==> src/rtl/aftab_addsub_arbiter_pkg.sv <==
// Shared types and helpers for the AFTAB adder/subtractor arbiter.
package aftab_addsub_arbiter_pkg;

    // Sequencer states: pick a winner, run the shared adder, present the result
    typedef enum logic [1:0] {
        IDLE = 2'b00,
        CALC = 2'b01,
        DONE = 2'b10
    } arb_state_t;

    // Width of a binary requester index (at least one bit)
    function automatic int idx_width(input int n);
        return (n > 1) ? $clog2(n) : 1;
    endfunction

endpackage

==> src/rtl/aftab_addsub_arbiter_if.sv <==
// Requester-side bus of the shared adder/subtractor arbiter.
// Requester i owns slice [i*size +: size] of aBus/bBus and bit i of the
// per-requester control vectors.
interface aftab_addsub_arbiter_if #(
    parameter int size   = 32,
    parameter int numReq = 3
);
    logic [numReq-1:0]      req;
    logic [numReq*size-1:0] aBus;
    logic [numReq*size-1:0] bBus;
    logic [numReq-1:0]      subselBus;
    logic [numReq-1:0]      passBus;
    logic [numReq-1:0]      grant;
    logic [numReq-1:0]      done;
    logic [size-1:0]        result;
    logic                   cout;
    logic                   busy;

    modport master (
        output req, aBus, bBus, subselBus, passBus,
        input  grant, done, result, cout, busy
    );

    modport slave (
        input  req, aBus, bBus, subselBus, passBus,
        output grant, done, result, cout, busy
    );
endinterface

==> src/rtl/aftab_adder_subtractor.sv <==
// Shared adder/subtractor. pass forwards b while the adder still forms a+b
// for the carry; otherwise subSel selects a + ~b + 1 (cout = NOT borrow).
module aftab_adder_subtractor #(
    parameter int size = 32
) (
    input  logic [size-1:0] a,
    input  logic [size-1:0] b,
    input  logic            subSel,
    input  logic            pass,
    output logic [size-1:0] outRes,
    output logic            cout
);
    logic            cin;
    logic [size-1:0] b_eff;
    logic [size:0]   sum;

    // Single carry chain; pass forces plain addition for the carry output
    always_comb begin
        cin    = subSel & ~pass;
        b_eff  = cin ? ~b : b;
        sum    = {1'b0, a} + {1'b0, b_eff} + {{size{1'b0}}, cin};
        outRes = pass ? b : sum[size-1:0];
        cout   = sum[size];
    end
endmodule

==> src/rtl/aftab_rr_picker.sv <==
// Combinational round-robin picker: first set request bit at or above ptr,
// wrapping from numReq-1 back to 0. Returns one-hot and binary forms.
module aftab_rr_picker #(
    parameter int numReq = 3,
    parameter int idxW   = 2
) (
    input  logic [numReq-1:0] req,
    input  logic [idxW-1:0]   ptr,
    output logic [numReq-1:0] onehot,
    output logic [idxW-1:0]   idx,
    output logic              any
);

    // Scan numReq positions starting at ptr; the first hit wins
    always_comb begin : scan
        int              pos;
        logic [idxW-1:0] p;
        onehot = '0;
        idx    = '0;
        any    = 1'b0;
        pos    = 0;
        p      = '0;
        for (int k = 0; k < numReq; k++) begin
            pos = int'(ptr) + k;
            if (pos >= numReq) pos = pos - numReq;
            p = idxW'(pos);
            if (!any && req[p]) begin
                any       = 1'b1;
                onehot[p] = 1'b1;
                idx       = p;
            end
        end
    end

endmodule

==> src/rtl/aftab_addsub_arbiter.sv <==
// Round-robin arbiter/sequencer sharing one aftab_adder_subtractor among
// numReq requesters: IDLE picks and latches, CALC computes, DONE pulses.
// Optional macro AFTAB_ADDSUB_ARB_FASTPATH_EN lets DONE arbitrate the next
// request directly (masking the requester just served), giving one
// operation per 2 cycles instead of 3.
module aftab_addsub_arbiter
    import aftab_addsub_arbiter_pkg::*;
#(
    parameter int size   = 32,
    parameter int numReq = 3
) (
    input logic                   clk,
    input logic                   rst,
    aftab_addsub_arbiter_if.slave bus
);
    localparam int IDX_W = idx_width(numReq);

    arb_state_t        state;
    logic [numReq-1:0] grant_r;
    logic [numReq-1:0] done_r;
    logic [size-1:0]   result_r;
    logic              cout_r;
    logic              busy_r;
    logic [IDX_W-1:0]  rr_ptr;
    logic [IDX_W-1:0]  win_idx;
    logic [size-1:0]   op_a;
    logic [size-1:0]   op_b;
    logic              op_sub;
    logic              op_pass;

    logic [numReq-1:0] pick_req;
    logic [IDX_W-1:0]  pick_ptr;
    logic [numReq-1:0] pick_onehot;
    logic [IDX_W-1:0]  pick_idx;
    logic              pick_any;
    logic [IDX_W-1:0]  next_ptr;
    logic [size-1:0]   sel_a;
    logic [size-1:0]   sel_b;
    logic              sel_sub;
    logic              sel_pass;
    logic [size-1:0]   add_res;
    logic              add_cout;

    assign next_ptr = (win_idx == IDX_W'(numReq - 1)) ? '0 : win_idx + IDX_W'(1);

`ifdef AFTAB_ADDSUB_ARB_FASTPATH_EN
    // In DONE the served requester is masked and the pointer is already past it
    assign pick_req = (state == DONE) ? (bus.req & ~grant_r) : bus.req;
    assign pick_ptr = (state == DONE) ? next_ptr : rr_ptr;
`else
    assign pick_req = bus.req;
    assign pick_ptr = rr_ptr;
`endif

    aftab_rr_picker #(
        .numReq (numReq),
        .idxW   (IDX_W)
    ) u_picker (
        .req    (pick_req),
        .ptr    (pick_ptr),
        .onehot (pick_onehot),
        .idx    (pick_idx),
        .any    (pick_any)
    );

    // Winner's operand slices, latched only on an arbitration cycle
    assign sel_a    = bus.aBus[int'(pick_idx)*size +: size];
    assign sel_b    = bus.bBus[int'(pick_idx)*size +: size];
    assign sel_sub  = bus.subselBus[pick_idx];
    assign sel_pass = bus.passBus[pick_idx];

    // Adder sees only the latched operands, never the live buses
    aftab_adder_subtractor #(
        .size   (size)
    ) u_addsub (
        .a      (op_a),
        .b      (op_b),
        .subSel (op_sub),
        .pass   (op_pass),
        .outRes (add_res),
        .cout   (add_cout)
    );

    // Sequencer FSM with registered grant/done/result/busy
    always_ff @(posedge clk or posedge rst) begin
        if (rst) begin
            state    <= IDLE;
            grant_r  <= '0;
            done_r   <= '0;
            result_r <= '0;
            cout_r   <= 1'b0;
            busy_r   <= 1'b0;
            rr_ptr   <= '0;
            win_idx  <= '0;
            op_a     <= '0;
            op_b     <= '0;
            op_sub   <= 1'b0;
            op_pass  <= 1'b0;
        end else begin
            case (state)
                IDLE: begin
                    done_r <= '0;
                    if (pick_any) begin
                        win_idx <= pick_idx;
                        grant_r <= pick_onehot;
                        op_a    <= sel_a;
                        op_b    <= sel_b;
                        op_sub  <= sel_sub;
                        op_pass <= sel_pass;
                        busy_r  <= 1'b1;
                        state   <= CALC;
                    end else begin
                        grant_r <= '0;
                    end
                end
                CALC: begin
                    result_r <= add_res;
                    cout_r   <= add_cout;
                    done_r   <= grant_r;
                    state    <= DONE;
                end
                DONE: begin
                    done_r <= '0;
                    rr_ptr <= next_ptr;
`ifdef AFTAB_ADDSUB_ARB_FASTPATH_EN
                    if (pick_any) begin
                        win_idx <= pick_idx;
                        grant_r <= pick_onehot;
                        op_a    <= sel_a;
                        op_b    <= sel_b;
                        op_sub  <= sel_sub;
                        op_pass <= sel_pass;
                        state   <= CALC;
                    end else begin
                        grant_r <= '0;
                        busy_r  <= 1'b0;
                        state   <= IDLE;
                    end
`else
                    grant_r <= '0;
                    busy_r  <= 1'b0;
                    state   <= IDLE;
`endif
                end
                default: begin
                    grant_r <= '0;
                    done_r  <= '0;
                    busy_r  <= 1'b0;
                    state   <= IDLE;
                end
            endcase
        end
    end

    assign bus.grant  = grant_r;
    assign bus.done   = done_r;
    assign bus.result = result_r;
    assign bus.cout   = cout_r;
    assign bus.busy   = busy_r;

endmodule

==> src/flat_wrapper.sv <==
// flat-port wrapper written by rule: the top's interface ports become plain ports
module aftab_addsub_arbiter_flat import aftab_addsub_arbiter_pkg::*;
#(
    parameter int size   = 32,
    parameter int numReq = 3
)
  (clk, rst, bus_req, bus_aBus, bus_bBus, bus_subselBus, bus_passBus, bus_grant, bus_done, bus_result, bus_cout, bus_busy);
  aftab_addsub_arbiter_if #(.size(size), .numReq(numReq)) bus_i ();
  input logic clk;
  input logic rst;
  input wire logic [$bits(bus_i.req)-1:0] bus_req;
  input wire logic [$bits(bus_i.aBus)-1:0] bus_aBus;
  input wire logic [$bits(bus_i.bBus)-1:0] bus_bBus;
  input wire logic [$bits(bus_i.subselBus)-1:0] bus_subselBus;
  input wire logic [$bits(bus_i.passBus)-1:0] bus_passBus;
  output wire logic [$bits(bus_i.grant)-1:0] bus_grant;
  output wire logic [$bits(bus_i.done)-1:0] bus_done;
  output wire logic [$bits(bus_i.result)-1:0] bus_result;
  output wire logic [$bits(bus_i.cout)-1:0] bus_cout;
  output wire logic [$bits(bus_i.busy)-1:0] bus_busy;
  assign bus_i.req = bus_req;
  assign bus_i.aBus = bus_aBus;
  assign bus_i.bBus = bus_bBus;
  assign bus_i.subselBus = bus_subselBus;
  assign bus_i.passBus = bus_passBus;
  assign bus_grant = bus_i.grant;
  assign bus_done = bus_i.done;
  assign bus_result = bus_i.result;
  assign bus_cout = bus_i.cout;
  assign bus_busy = bus_i.busy;
  aftab_addsub_arbiter #(.size(size), .numReq(numReq)) u_core (.clk(clk), .rst(rst), .bus(bus_i));
endmodule
==> config.mk <==
export PLATFORM = sky130hd
export DESIGN_NAME = aftab_addsub_arbiter_flat
export DESIGN_NICKNAME = d
export VERILOG_FILES = /design/src/rtl/aftab_addsub_arbiter_pkg.sv /design/src/rtl/aftab_addsub_arbiter_if.sv /design/src/rtl/aftab_adder_subtractor.sv /design/src/rtl/aftab_rr_picker.sv /design/src/rtl/aftab_addsub_arbiter.sv /design/src/flat_wrapper.sv
export SDC_FILE = /design/constraint.sdc
export NUM_CORES = 1
export LEC_CHECK = 0
export ABC_AREA = 1
export ABC_CLOCK_PERIOD_IN_PS = 4800
export CAP_MARGIN = 20
export CORE_UTILIZATION = 45
export CTS_CLUSTER_DIAMETER = 120
export DETAILED_ROUTE_END_ITERATION = 10
export GPL_TIMING_DRIVEN = 0
export PLACE_DENSITY = 0.75
export SETUP_SLACK_MARGIN = 0.1
export SYNTH_ARGS = -nofsm -noshare
export SYNTH_HDL_FRONTEND = slang
export SYNTH_SLANG_ARGS = --single-unit
==> constraint.sdc <==
create_clock -name clk -period 4.8 [get_ports clk]
set_clock_uncertainty 0.1 [all_clocks]
set_input_delay 0.96 -clock clk [delete_from_list [all_inputs] [get_ports clk]]
set_output_delay 0.96 -clock clk [all_outputs]
set_load 0.005 [all_outputs]
* Yosys cells after proc, flatten, opt, wreduce, memory -nomap -nowiden
Cells that the tools add are included.
** Word-level totals
- Input port bits :: 203
- Register bits after elaboration :: 112
- Logic and storage cells :: 90
- Output and inout port bits :: 40
** Operators by class
- Eq/ne operators :: 4
- Magnitude comparators :: 10
- Add/sub/neg operators :: 8
- Shift operators :: 2
- Reduce and logical (&&, ||, !) cells :: 10
- Bitwise logic cells :: 6
- Multiplexer cells :: 38
** Operators with widths (number)
- indexed part select 96 x 8 -> 32 bit :: 2
- 2-to-1 mux 32 bit :: 2
- adder 32 x 32 -> 33 bit :: 1
- adder 33 x 1 -> 33 bit :: 1
- inverter 32 bit :: 1
- 2-to-1 mux 2 bit :: 8
- 2-to-1 mux 3 bit :: 5
- < comparator 2 x 3 -> 1 bit, second input constant :: 4
- 2-to-1 mux 1 bit :: 12
- binary-select mux 1 bit (select 2 bit) :: 5
- demux 1 bit (select 2 bit) :: 3
- >= comparator 2 x 1 -> 1 bit, second input constant :: 3
- >= comparator 3 x 2 -> 1 bit, second input constant :: 2
- bitwise OR 3 bit :: 2
- one-hot mux 3 bit (2 select lines) :: 1
- subtractor 2 bit, second input constant :: 3
- logical AND 1 bit :: 5
- == test 2 bit, second input constant :: 2
- one-hot mux 2 bit (2 select lines) :: 1
- AND reduction 2 bit :: 2
- adder 2 x 1 -> 3 bit, second input constant :: 1
- adder 2 x 2 -> 3 bit, second input constant :: 1
- adder 2 x 1 -> 2 bit, second input constant :: 1
- == test 2 x 1 -> 1 bit, second input constant :: 1
- other kinds (7) :: 9

* Longest topological paths before layout
Gate-level depths: netlist (run 1).
- Depth after elaboration :: 13
- Mapped depth :: 20
- Mapped depth without buffers :: 19

* Modules after synthesis
Synthesis (run 1) repeated with hierarchy kept, for this count alone.
** Second synthesis, totals
- Cells, all modules :: 1538
- Area, all modules :: 9261.4 um^2
** Modules (own cells, without submodules)
- aftab_addsub_arbiter :: sequential area each 2802.7 um^2, area an instance 6189.7 um^2, cells each 946, instances 1
- aftab_adder_subtractor :: sequential area each 0.0 um^2, area an instance 2743.9 um^2, cells each 528, instances 1
- aftab_rr_picker :: sequential area each 0.0 um^2, area an instance 327.8 um^2, cells each 64, instances 1

* Worst setup path after synthesis (run 1)
Ideal clock, no wire load.
- Kind :: reg-to-reg
- From :: reg u_core.op_pass
- To :: reg u_core.result_r[16], in the netlist u_core.bus.result[16]
- Path buffers :: 2
- Path slack :: 1.862 ns
- Stages on the path, launching flop included :: 18
- Clock period less this slack :: 2.938 ns
- Setup time :: 0.123 ns
- Required time :: 4.577 ns
- Arrival :: 2.715 ns
- Cells stage by stage :: dfrtp_1 > clkbuf_1 > inv_1 > nand2_1 > buf_1 > xnor2_1 > ha_1 > nand2_1 > o21ai_0 > nand2_1 > nand2_1 > nand2_1 > nand2_1 > nand2_1 > nand3_1 > nand2_1 > o21ai_0 > nand2_1
** Between the ends
- Cells in the longest elaborated chain, start to end :: 6
** Ends and longest elaborated chain
- start, declared :: RTL line aftab_addsub_arbiter.sv:29 : logic op_pass;
- start signal, assigned :: RTL line aftab_addsub_arbiter.sv:109 : op_pass <= sel_pass;
- inverter 1 bit :: RTL line aftab_adder_subtractor.sv:19 : cin = subSel & ~pass;
- bitwise AND 1 bit :: RTL line aftab_adder_subtractor.sv:19
- 2-to-1 mux 32 bit :: RTL line aftab_adder_subtractor.sv:20 : b_eff = cin ? ~b : b;
- adder 32 x 32 -> 33 bit :: RTL line aftab_adder_subtractor.sv:21 : sum = {1'b0, a} + {1'b0, b_eff} + {{size{1'b0}}, cin};
- adder 33 x 1 -> 33 bit :: RTL line aftab_adder_subtractor.sv:21
- 2-to-1 mux 32 bit * :: RTL line aftab_adder_subtractor.sv:22 : outRes = pass ? b : sum[size-1:0];
- end signal, assigned :: RTL line aftab_addsub_arbiter.sv:117 : result_r <= add_res;
- end, declared :: RTL line aftab_addsub_arbiter.sv:21 : logic [size-1:0] result_r;
Every way passes the cells marked *; elsewhere a longest branch is shown, timed or not.
A chain may end at the register's enable or synchronous reset.

* Final worst setup path (run 1)
- From :: reg u_core.op_pass
- To :: reg u_core.result_r[26], in the netlist u_core.bus.result[26]
Same word-level chain as after synthesis.

==> results.ini, run 1 <==
[outcome]
status=finished clean

[final_layout]
n_antenna_cell=0
synthToLayoutAreaGrowth_pct=33.9
nets=1936
final_common_cell=nand2_1
fillCellCount=1956
final_cell_mix=nand2_1, clkdlybuf4s50_1, nand3_1
drive_gt1_share_pct=3.29
fin_cells=1965

[sta]
rsz0062_at_grt=no
fin_crit_sh_pct=84.4
finalHoldViolCount=0
fmax_mhz=247
setup_viol=0
maxSlewViolCount=0
tightest_slew_ps=847
relSlewSlack_pct=43.6
finalCriticalPeriod_ps=4050

[clock_tree]
ctsResizeCount=0
clock_latency_ps=380
cts_buffer_depth=2
cts.clk_slew.worst_paths_ps=90
cts_buffers=9
cts_tree=yes
cts_htree_levels=3
hold_buffers=0
cts_setup_buffers=0
cts-root-buf=clkbuf_16
cts.sinks=112

[critical_path]
timing.rr.end=u_core.bus.result[26]
reg2reg_depth=17
cp.required_ps=4960
crit_fanout=10
startpoint_type=register
endpoint_kind=register
reg2reg_from=u_core.op_pass
critPathArrivalTime_ps=4220
r2r_slack_ps=750
crit_type=register to register

[logic_synthesis]
syn_nets=1682
netlist_instances=1441
avgSynthCellArea_sq_um=6.33
ys_seq_elements=112
synthDistinctLibCells=34
yosysWarnings=0
synth_area_sq_um=9130
synth-seq-area-share_pct=30.7

[die]
initial_core_util_pct=46.4
ios=243
rows=51
die_h_um=144
die_width_um=144
core_area_sq_um=19700
fp.dieArea_sq_um=20900

[drt]
drt-initial-drc-count=864
first_pass_iters=6
ant_nets=0
via_per_inst=5.16
route.detailed.wl_per_inst_um=16.8
drc=0
vias=10100
drt_wl_total_um=33000

[worst_hold_path]
hp-class=register to register
hold_depth=2
hold_end=u_core.bus.result[30]
hp-start=u_core.bus.result[30]

[global_routing]
top_usage_layer=met2
gr-usage-met1_pct=43.9
grt_pass1_vias=9495
antenna_found_initial=0
grt_util_all_layers_pct=32.3
grt_util_met2_pct=52.7
grt_max_degree=75
grt-ovfl-total=0
grt_pass1_wl_um=50500
grtUsageMet3_pct=4.50

[placed_design]
portBuffers=242
placedCellCount=1949
hpwl_um=27400
gp_congestion=0.980

[flow_run]
drv_cap=0

==> cells in the mapped netlist, drive strengths merged <==
library cell	number	area share [%]
a21oi	83	4.6
nand2	545	22
inv	160	6.6
clkinv	1	0.041
nor3b	1	0.082
and2	2	0.14
o22ai	2	0.14
a211oi	1	0.082
nand3	176	9.7
o21a	2	0.16
nand3b	66	5.4
a31oi	2	0.14
nor3	8	0.44
o21ai	48	2.6
buf	39	2.4
nand4	4	0.27
nor2	72	3.0
clkbuf	33	1.4
a21o	1	0.082
xnor2	8	0.77
xor2	32	3.1
fa	1	0.22
ha	37	5.1
or2	1	0.069
o21bai	2	0.16
dfrtp	112	31
a21boi	2	0.29
==> registers in the layout, indices dropped and copies added, names as in the netlist <==
name and cells:
u_core.bus.result 32, u_core.op_a 32, u_core.op_b 32, u_core.bus.done 3
u_core.bus.grant 3, u_core.pick_ptr 2, u_core.state 2, u_core.win_idx 2
u_core.bus.busy 1, u_core.bus.cout 1, u_core.op_pass 1, u_core.op_sub 1
==> kinds of logic after synthesis <==
logic type | share of synthesized area, %
buffers and inverters | 10.4
AO/OA/AOI/OAI | 8.24
AND/OR/NAND/NOR | 41.5
adder cells (fa/ha/maj) | 5.29
flip-flops | 30.7
XOR/XNOR | 3.84
==> layout make-up <==
cell class                      instances  area, sq um  share of cell area, %
Buffer                                 72          347                   2.84
Clock buffer                            9          225                   1.84
Clock inverter                          7         86.3                  0.706
Inverter                              161          607                   4.96
Multi-Input combinational cell       1096         5370                   44.0
Sequential cell                       112         2800                   22.9
Tap cell                              265          332                   2.71
Timing Repair Buffer                  243         2450                   20.0
==> worst max path at each step <==
stage                         from                    end  slack (ps)  cells after the start
floorplan                      rst        u_core.bus.busy         780                      1
global placement               rst        u_core.op_b[23]        -730                      2
detailed placement  u_core.op_pass  u_core.bus.result[26]         850                     17
CTS                 u_core.op_pass  u_core.bus.result[26]         820                     17
global route        u_core.op_pass  u_core.bus.result[16]         450                     17
finish              u_core.op_pass  u_core.bus.result[26]         750                     17
==> metrics by stage <==
step                util (%)  worst slack (ps)  instance area (sq um)  setup TNS, ps  hold WS [ps]
floorplan                  -               781                   9130              0           349
global placement        60.5              -729                  11900         -80280           363
detailed placement      60.6               853                  11900              0           364
CTS                     62.2               822                  12200              0           385
global route            62.2               445                  12200              0           406
finish                  62.2               747                  12200              0           379
==> metal layers <==
metal / share of wire (%) / vias up
met5: 0 / -
met3: 6.7 / 45
met1: 45 / 4594
met4: 2.4 / 0
li1: - / 5072
met2: 46 / 430
==> worst max-delay path: stages, from the launching register on <==
cell and delay (ps):
dfrtp_1 330, clkbuf_1 280, inv_1 170, nand2_1 230, buf_1 680, xnor2_1 150, ha_1 390, nand2_1 70
o21ai_0 530, nand2_1 100, nand2_1 150, nand2_1 60, nand2_1 160, nand2_1 140, nand3_1 110, nand3_1 110
nand2_1 120, nand2_1 50
Power of run 1 is left out: the tool's default activity adds up to more than one toggle a clock period on the data nets, which glitch-free logic cannot reach.
==> inputs of run 2 (changes only) <==
- ABC_CLOCK_PERIOD_IN_PS: 4800 -> 4200
- clock period: 4.8 -> 4.2 ns (I/O delays scaled with it)
==> results.ini, run 2 (synthesis results as in run 1) <==
[clock_tree]
clock_latency_ps=380  ; about the same
cts.clk_slew.worst_paths_ps=90  ; about the same
cts_htree_levels=3  ; unchanged
cts_buffers=9  ; unchanged
cts_buffer_depth=2  ; unchanged
cts.sinks=112  ; unchanged
hold_buffers=0  ; unchanged
cts_tree=yes  ; unchanged
cts-root-buf=clkbuf_16  ; unchanged

[sta]
fin_crit_sh_pct=90.4  ; was 84.4%
maxSlewViolCount=0  ; unchanged
setup_viol=0  ; unchanged
fmax_mhz=263  ; was 247 MHz
tightest_slew_ps=789  ; was 847 ps
finalCriticalPeriod_ps=3800  ; was 4050 ps
rsz0062_at_grt=no  ; unchanged
finalHoldViolCount=0  ; unchanged
tns_ps=0  ; unchanged
relSlewSlack_pct=47.4  ; was 43.6%

[placed_design]
gp_congestion=0.980  ; unchanged
portBuffers=242  ; unchanged
placedCellCount=1949  ; unchanged
hpwl_um=27400  ; unchanged

[final_layout]
fin_cells=1965  ; unchanged
final_util_pct=62.2  ; about the same
synthToLayoutAreaGrowth_pct=33.9  ; about the same
n_antenna_cell=0  ; unchanged
drive_gt1_share_pct=3.35  ; was 3.29%
final_common_cell=nand2_1  ; unchanged
final_cell_mix=nand2_1, clkdlybuf4s50_1, nand3_1  ; unchanged
nets=1936  ; unchanged

[global_routing]
grt_util_all_layers_pct=32.3  ; unchanged
grt_pass1_vias=9495  ; unchanged
antenna_found_initial=0  ; unchanged
grt_pass1_wl_um=50500  ; unchanged
grt-ovfl-total=0  ; unchanged
grt_max_degree=75  ; unchanged

[die]
fp.dieArea_sq_um=20900  ; unchanged
die_h_um=144  ; unchanged
ios=243  ; unchanged
initial_core_util_pct=46.4  ; unchanged
die_width_um=144  ; unchanged
core_area_sq_um=19700  ; unchanged
rows=51  ; unchanged

[critical_path]
crit_fanout=10  ; unchanged
startpoint_type=register  ; unchanged
reg2reg_depth=16  ; was 17
cp_cell_sequence=clkbuf_1, inv_1, nand2_1, buf_1, xor2_1, ha_1, a21oi_1, o21ai_0, a21oi_1, nor2_1, nor2_1, nand2_1, nand2_1, nand3_1, nand2_1, nand2_1  ; was clkbuf_1, inv_1, nand2_1, buf_1, xnor2_1, ha_1, nand2_1, o21ai_0, nand2_1, nand2_1, nand2_1, nand2_1, nand2_1, nand3_1, nand3_1, nand2_1, nand2_1
cp.required_ps=4370  ; was 4960 ps
critPathArrivalTime_ps=3960  ; was 4220 ps
critPathMaxStageDelay_ps=630  ; was 680 ps
critPathSlowestCell=buf_1  ; unchanged
path_common_cell=nand2_1  ; unchanged
cp.buffers_inverters=3  ; unchanged
endpoint_kind=register  ; unchanged
crit_type=register to register  ; unchanged
worst-path-stages=16  ; was 17
crit_family=buffers and inverters  ; was simple AND/OR/NAND/NOR gates

[drt]
vias=10100  ; about the same
drc=0  ; unchanged
first_pass_iters=5  ; was 6
ant_nets=0  ; unchanged
route.detailed.wl_per_inst_um=16.8  ; about the same
drt-initial-drc-count=827  ; was 864
drt_wl_total_um=33000  ; about the same
via_per_inst=5.13  ; was 5.16

[worst_hold_path]
hp-class=register to register  ; unchanged
hold_depth=2  ; unchanged

[outcome]
status=finished clean  ; unchanged

[flow_run]
drv_cap=0  ; unchanged

run 2: changes by cell type in the layout (fill, tap and decap cells not counted):
cell,change
clkbuf_2,+1
buf_1,-1
run 2: cell type report:
class	instances	area (sq um)
Buffer	72	348
Clock buffer	9	225
Clock inverter	7	86.3
Fill cell	1957	7430
Inverter	161	607
Multi-Input combinational cell	1096	5370
Sequential cell	112	2800
Tap cell	265	332
Timing Repair Buffer	243	2450
run 2: path summary, 6_finish.rpt:
kind | to | start | slack [ps]
max | u_core.bus.result[26] | u_core.op_pass | 400
min | u_core.bus.result[30] | u_core.bus.result[30] | 380
max reg2reg | u_core.bus.result[26] | u_core.op_pass | 400
min reg2reg | u_core.bus.result[30] | u_core.bus.result[30] | 380
max in group asynchronous | u_core.bus.result[31] | rst | 2530
min in group asynchronous | u_core.bus.result[1] | rst | 740
run 2: routing by layer:
metal | part of all wire [%] | wire (um) | global-route usage [%]
met1 | 45 | 14700 | 43.9
met5 | 0 | 0 | 0
met2 | 46 | 15200 | 52.7
met3 | 6.8 | 2230 | 4.50
met4 | 2.4 | 802 | 10.7
run 2: what timing repair did:
item	4_1_cts	5_1_grt
endpoints found under the hold margin	0	0
gates resized for setup	0	1
setup buffers	0	0
setup endpoints to repair	0	10
run 2: tightest hold or removal path: cells and delay by family (launching register included):
family        cells  cell delay, ps
flops             1             350
simple gates      2             100
run 2: through the flow:
step | instance area, sq um | setup slack (ps) | hold WS, ps
4_1_cts | 12200 | 222 | 385
6_report | 12200 | 402 | 379
3_3_place_gp | 11900 | -1210 | 363
3_5_place_dp | 11900 | 253 | 364
5_1_grt | 12200 | 109 | 406
2_1_floorplan | 9130 | 301 | 349
Power of run 2 is left out for the same reason.
==> inputs of run 3 (changes only) <==
- CORE_MARGIN: not set -> 8
- CORE_UTILIZATION: 45 -> 33
- PLACE_DENSITY: 0.75 -> not set
==> results.ini, run 3 (synthesis results as in run 1) <==
[critical_path]
crit_fanout=10  ; unchanged
cp.required_ps=4350  ; was 4370 ps
crit_type=register to register  ; unchanged
startpoint_type=register  ; unchanged
critPathArrivalTime_ps=3820  ; was 3960 ps
endpoint_kind=register  ; unchanged

[sta]
fmax_mhz=273  ; was 263 MHz
finalHoldViolCount=0  ; unchanged
fin_crit_sh_pct=87.3  ; was 90.4%
rsz0062_at_grt=no  ; unchanged
tightest_slew_ps=771  ; was 789 ps
whs_ps=378  ; was 379 ps
setup_viol=0  ; unchanged
relSlewSlack_pct=48.6  ; was 47.4%
maxSlewViolCount=0  ; unchanged
finalCriticalPeriod_ps=3660  ; was 3800 ps

[clock_tree]
cts_tree=yes  ; unchanged
clock_latency_ps=360  ; was 380 ps
cts-root-buf=clkbuf_16  ; unchanged
cts_htree_levels=3  ; unchanged
cts_buffer_depth=2  ; unchanged
cts.clk_slew.worst_paths_ps=80  ; was 90 ps
cts.sinks=112  ; unchanged
cts_buffers=9  ; unchanged

[die]
ios=243  ; unchanged
die_width_um=182  ; was 144 um
die_h_um=182  ; was 144 um
core_area_sq_um=27500  ; was 19700 sq um
fp.dieArea_sq_um=33200  ; was 20900 sq um
rows=61  ; was 51
initial_core_util_pct=33.2  ; was 46.4%

[drt]
drt_wl_total_um=36000  ; was 33000 um
ant_nets=0  ; unchanged
drc=0  ; unchanged
via_per_inst=4.86  ; was 5.13
drt-initial-drc-count=621  ; was 827
first_pass_iters=5  ; unchanged
route.detailed.wl_per_inst_um=17.6  ; was 16.8 um
vias=9957  ; was 10100

[placed_design]
gp_congestion=0.936  ; was 0.980
hpwl_um=30400  ; was 27400 um
portBuffers=242  ; unchanged
placedCellCount=2030  ; was 1949

[final_layout]
fillCellCount=2970  ; was 1957
nets=1936  ; unchanged
synthToLayoutAreaGrowth_pct=35.0  ; was 33.9%
fin_cells=2047  ; was 1965
final_util_pct=44.9  ; was 62.2%
final_common_cell=nand2_1  ; unchanged
drive_gt1_share_pct=3.47  ; was 3.35%
final_cell_mix=nand2_1, clkdlybuf4s50_1, nand3_1  ; unchanged

[global_routing]
grt_pass1_vias=10000  ; was 9495
grt_util_all_layers_pct=21.6  ; was 32.3%
grt_pass1_wl_um=56000  ; was 50500 um
antenna_found_initial=1  ; was 0
grt_max_degree=89  ; was 75
grt-ovfl-total=0  ; unchanged

[worst_hold_path]
hp-class=register to register  ; unchanged

[outcome]
status=finished clean  ; unchanged

[flow_run]
drv_cap=0  ; unchanged

[run 3: what timing repair did]
item | 4_1_cts | 5_1_grt
hold endpoints to repair | 0 | 0
resized for setup | 0 | 4
setup endpoints to repair | 0 | 12
setup buffers | 0 | 0
hold buffers | 0 | 0
[run 3: area by class of cell]
type                    count  area (sq um)  area share [%]
multi-input cells        1096          5370            43.6
flip-flops and latches    112          2800            22.7
repair buffers            243          2450            19.9
inverters                 161           609            4.94
well taps                 346           433            3.51
plain buffers              72           350            2.84
clock buffers               9           225            1.83
clock inverters             7          77.6           0.629
diodes                      1          2.50          0.0203
[run 3: stage by stage]
| step | setup slack [ps] | area (sq um) | TNS, ps |
|---|---|---|---|
| floorplan | 301 | 9130 | 0 |
| CTS | 196 | 12300 | 0 |
| finish | 535 | 12300 | 0 |
| global route | 134 | 12300 | 0 |
| global placement | -1470 | 12000 | -163050 |
| detailed placement | 210 | 12000 | 0 |
[run 3: worst paths after layout]
check	cells past startpoint	slack [ps]	endpoint	start
min reg2reg	2	380	u_core.bus.result[15]	u_core.bus.result[15]
min in group asynchronous	2	700	u_core.bus.result[2]	rst
min	2	380	u_core.bus.result[15]	u_core.bus.result[15]
max	17	540	u_core.bus.result[22]	u_core.op_pass
max in group asynchronous	3	2570	u_core.op_a[21]	rst
max reg2reg	17	540	u_core.bus.result[22]	u_core.op_pass
[run 3: critical path, stage by stage, from the launching register on]
cell	delay [ps]
dfrtp_1	320
clkbuf_1	290
inv_1	190
nand2_1	240
clkbuf_2	400
xnor2_1	130
ha_1	360
nand2_1	60
o21ai_0	460
nand2_1	90
nand2_1	140
nand2_1	70
nand2_1	150
nand3_1	110
nand3_1	90
nand3_1	130
nand2_1	160
nand2_1	60
[run 3: metal layers]
| metal | vias up | global-route usage [%] | share of wire (%) |
|---|---|---|---|
| met5 | - | 0 | 0 |
| met2 | 306 | 34.3 | 44 |
| met4 | 0 | 7.90 | 3.3 |
| met3 | 48 | 4.10 | 6.2 |
| li1 | 5089 | - | - |
| met1 | 4514 | 28.7 | 47 |
Power of run 3 is left out for the same reason.
